File: src/rtl/mips_pkg.sv
// Shared fetch-stage definitions: reset/halt addresses and the fetch FSM state type.
package mips_pkg;

    localparam logic [31:0] RESET_VECTOR_C = 32'hBFC0_0000;
    localparam logic [31:0] HALT_ADDR_C    = 32'h0000_0000;

    typedef enum logic [1:0] {
        RUN     = 2'd0,
        PENDING = 2'd1,
        HALTED  = 2'd2
    } fetch_state_t;

    function automatic logic misaligned(input logic [31:0] addr);
        return addr[1:0] != 2'b00;
    endfunction

endpackage

File: src/rtl/instr_fetch.sv
// MIPS-style instruction fetch stage: PC register, IF/ID register, implicit branch
// delay slot, stall-deferred redirects and halt on HALT_ADDR or misaligned target.
//
// state   | meaning
// --------+-----------------------------------------------------------------
// RUN     | fetching; a redirect is taken directly when not stalled
// PENDING | a redirect arrived during a stall; target held until stall drops
// HALTED  | PC frozen at the accepted target; left only by reset
module instr_fetch
    import mips_pkg::*;
#(
    parameter logic [31:0] RESET_VECTOR = RESET_VECTOR_C,
    parameter logic [31:0] HALT_ADDR    = HALT_ADDR_C
) (
    input  logic        clk,
    input  logic        reset,
    output logic [31:0] instr_address,
    input  logic [31:0] instr_readdata,
    input  logic        stall,
    input  logic        redirect_valid,
    input  logic [31:0] redirect_target,
    output logic [31:0] instr_out,
    output logic [31:0] pc_out,
    output logic [31:0] pc_plus8_out,
    output logic        fetch_valid,
    output logic        active,
    output logic        fetch_error
);

    fetch_state_t state;
    logic [31:0]  pc;
    logic [31:0]  pending_target;

    logic         accept;
    logic [31:0]  accept_target;
    logic [31:0]  next_pc;
    logic         halt_now;

    assign instr_address = pc;
    assign pc_plus8_out  = pc_out + 32'd8;

    always_comb begin
        accept        = 1'b0;
        accept_target = pending_target;
        case (state)
            RUN: begin
                accept        = !stall && redirect_valid;
                accept_target = redirect_target;
            end
            PENDING: begin
                accept        = !stall;
                accept_target = redirect_valid ? redirect_target : pending_target;
            end
            default: ;
        endcase
        next_pc  = accept ? accept_target : pc + 32'd4;
        halt_now = accept && ((accept_target == HALT_ADDR) || misaligned(accept_target));
    end

    // The delay slot is captured as valid on the accepting edge; active, fetch_valid
    // and fetch_error settle together on the first edge spent in HALTED.
    always_ff @(posedge clk) begin
        if (reset) begin
            state          <= RUN;
            pc             <= RESET_VECTOR;
            pending_target <= 32'd0;
            instr_out      <= 32'd0;
            pc_out         <= 32'd0;
            fetch_valid    <= 1'b0;
            active         <= 1'b1;
            fetch_error    <= 1'b0;
        end else begin
            case (state)
                RUN, PENDING: begin
                    if (!stall) begin
                        instr_out   <= instr_readdata;
                        pc_out      <= pc;
                        fetch_valid <= 1'b1;
                        pc          <= next_pc;
                        state       <= halt_now ? HALTED : RUN;
                    end else if (redirect_valid) begin
                        pending_target <= redirect_target;
                        state          <= PENDING;
                    end
                end
                HALTED: begin
                    active      <= 1'b0;
                    fetch_valid <= 1'b0;
                    if (misaligned(pc)) begin
                        fetch_error <= 1'b1;
                    end
                end
                default: state <= HALTED;
            endcase
        end
    end

endmodule

File: config.mk
export PLATFORM = sky130hd
export DESIGN_NAME = instr_fetch
export DESIGN_NICKNAME = d
export VERILOG_FILES = /design/src/rtl/mips_pkg.sv /design/src/rtl/instr_fetch.sv
export SDC_FILE = /design/constraint.sdc
export NUM_CORES = 1
export LEC_CHECK = 0
export BUFFER_PORTS_ARGS = -buffer_cell sky130_fd_sc_hd__clkbuf_2
export CAP_MARGIN = 10
export CELL_PAD_IN_SITES_DETAIL_PLACEMENT = 1
export CELL_PAD_IN_SITES_GLOBAL_PLACEMENT = 1
export CORE_ASPECT_RATIO = 2
export CORE_MARGIN = 1
export CORE_UTILIZATION = 34
export DETAILED_ROUTE_END_ITERATION = 10
export PLACE_DENSITY_LB_ADDON = 0.1
export SETUP_SLACK_MARGIN = 0.3
export SYNTH_ARGS = -nofsm -noshare
export SYNTH_HDL_FRONTEND = slang
export SYNTH_SLANG_ARGS = --single-unit
File: constraint.sdc
create_clock -name clk -period 5.15 [get_ports clk]
set_clock_uncertainty 0.05 [all_clocks]
set_input_delay 0.515 -clock clk [delete_from_list [all_inputs] [get_ports clk]]
set_output_delay 0.515 -clock clk [all_outputs]
set_load 0.02 [all_outputs]
==> metrics.cfg <==
[run_status]
status=finished clean

[route]
vias=6843
ant_nets=0
drcViolationCount=0
drt_wl_total_um=22900
wire_per_inst_um=17.7
drt_iter0_drc=160
viasPerCell=5.28
drtPass1Iterations=4

[layout]
final_cells=1297
syn2layout_area_growth_pct=27.2
finish.utilization_pct=44.1
layout-drive-gt1-share_pct=25.3
nFillCells=2353
antennaDiodeCount=0
finalNetCount=1099
final_area_um2=8260

[timing]
fin_tns_setup_ns=0
maxSlewHeadroom_pct=43.9
setup_viol=0
post-route-period-util_pct=58.5
final_hold_viol_count=0
tightest_slew_ns=0.834
drv_slew=0
clock.fmax_mhz=332
period_minus_slack_ns=3.01
rsz0062_at_grt=no

[clock_tree]
cts.repair.resized=0
clk_pin_slew_worst_paths_ns=0.06
clockBufferDepth=2
cts_tree=built
post_cts_buffers=0
cts_made_buffers=17
clk_latency_ns=0.43
clkSinkCount=133
cts_root_buf=clkbuf_16
postCtsHoldBufs=0
cts_max_level=4

[global_routing]
met1_usage_pct=27.0
grt_overflow_total=0
grt_pass1_wl_um=36100
antenna_found_initial=0
grt_use_met2_pct=43.3
busiest_layer=met2
grt_max_degree=76
grt_usage_pct=23.6
grt_pass1_vias=6651
grtUsageMet3_pct=3.22

[worst_setup_path]
reg2reg_from=state[1]
reg2regPathDepth=4
worst-path-max-fanout=8
r2r_setup_slack_ns=2.64
crit_family=simple AND/OR/NAND/NOR gates
crit_chain=ha_1 -> and3_1 -> nand3_1 -> nor4_1 -> xor2_1 -> clkbuf_2
critPathMaxStageDelay_ns=0.44
cp-end-kind=output port
start_kind=flop
timing.rr.end=instr_address[13]
critPathKind=reg2out
crit_arrival_ns=2.45
cp_slowest_cell=dfxtp_1
cp.required_ns=4.59
cp_num_buf_inv=1

[logic_synthesis]
synth_top_area_share_pct=41.0
seq_area_frac_synth_pct=41.0
synth_nets=939
synth-edff-count=0
synth_most_common_cell=nand2_1
syn_area_um2=6490
ys_ff_latch=133
yosysWarningCount=0
ys_top_cells_by_area=dfxtp_1 (41%), nand2_1 (14%), a21oi_1 (10%), clkbuf_1 (2.8%), o21ai_0 (2.5%)
synth_common_cells=nand2_1 (235), dfxtp_1 (133), a21oi_1 (131)
avgSynthCellArea_um2=7.47
ys_types=56
synth_ff_type=dfxtp_1
syn_inst=869
ys_async_sr_fraction_pct=0
synth_area_leader_cell=dfxtp_1

[floorplan]
die_h_um=197
fp.coreArea_um2=18700
dieArea_um2=19700
initial_core_util_pct=34.7
ioPinCount=199
core.rowCount=71
die_w_um=99.7

[placement]
place_area_um2=7620
gp_congestion=0.829
io_buffers=198
numPlacedInstances=1265
hpwl_um=17100

[hold_path]
min_path_cells=3
hp-start=instr_readdata[25]
hp-class=in2reg
hold_end=instr_out[25]

[job]
drv_cap=0

[pwr]
leakage_nw=3.39
p_total_mw=3.00
powerDensity_nw_per_um2=363
vdd_drop_max_v=0.000214

[metrics by stage]
| step | setup slack (ns) | hold WS (ns) |
|---|---|---|
| final | 2.14 | 0.257 |
| after global routing | 1.91 | 0.257 |
| after floorplan | 2.62 | 0.396 |
| after CTS | 2.05 | 0.243 |
| after detailed placement | 2.49 | 0.387 |
| after global placement | 2.55 | 0.382 |
[tightest hold or removal path: stages]
cell and delay, ns:
clkbuf_2 0.08, nand2_1 0.04, a21oi_1 0.05
[worst max path at each step]
stage / from / endpoint / slack, ns / cells after the start
floorplan: pc_out[5] / pc_plus8_out[30] / 2.62 / 6
global placement: redirect_valid / instr_address[28] / 2.55 / 7
detailed placement: redirect_valid / instr_address[28] / 2.49 / 7
CTS: pc_out[3] / pc_plus8_out[31] / 2.05 / 6
global route: pc_out[10] / pc_plus8_out[30] / 1.91 / 6
finish: pc_out[3] / pc_plus8_out[31] / 2.14 / 6
[kinds of logic (layout without fill, tap and decap cells)]
family	after synthesis	count (layout)	share of synthesized area (%)
AND/OR/NAND/NOR	391	391	27.5
AO/OA/AOI/OAI	222	222	19.7
flip-flops	133	133	41.0
buffers and inverters	76	249	4.72
XOR/XNOR	27	27	3.64
multiplexers	18	18	2.97
adder cells (fa/ha/maj)	2	2	0.385
[layout make-up]
cell class              count  area (um2)  area share [%]
well taps                 255         319            3.86
clock buffers              19         443            5.36
multi-input cells         660        3530            42.8
clock inverters            13         204            2.47
inverters                   9        33.8           0.409
flip-flops and latches    133        2660            32.2
repair buffers            208        1070            12.9
[sequential cells by signal, indices dropped and copies added (netlist names)]
signal	flops
instr_address	32
instr_out	32
pc_out	32
pending_target	32
state	2
active	1
fetch_error	1
fetch_valid	1
[power by group]
group / switching (mW) / total [mW] / internal (mW)
clock: 0.470 / 1.34 / 0.871
sequential: 0.0844 / 1.18 / 1.10
combinational: 0.316 / 0.480 / 0.164
[routing by layer]
layer | vias to the layer above | share of wire (%)
met1 | 3291 | 41
met4 | 0 | 2.4
met3 | 34 | 2.6
li1 | 3375 | -
met5 | - | 0
met2 | 143 | 54
[layout by cell type (no fill, tap or decap), types with 3 or more instances in the layout]
cell type  synthesis  layout
a211oi_1           4       4
a21o_1             3       3
a21oi_1          131     131
a22oi_1            7       7
a311oi_1           3       3
a31oi_1            6       6
and2_1             3       3
and3_1             5       5
and4_1             8       8
buf_4              3      11
bufinv_16          0       5
clkbuf_16          0      17
clkbuf_2           0     197
clkinv_2           0       4
dfxtp_1          133     133
inv_1              9       9
mux2_2            10      10
mux2i_1            8       8
nand2_1          235     235
nand3_1           27      27
nand4_1           20      20
nor2_1            39      38
nor3_1            11      11
nor3b_1            3       3
nor4_1            21      21
o211ai_1          13      13
o21ai_0           33      33
o221a_2            3       3
or3_1              5       5
xnor2_1           17      17
xor2_1            10      10
(Power assumes the default switching activity.)
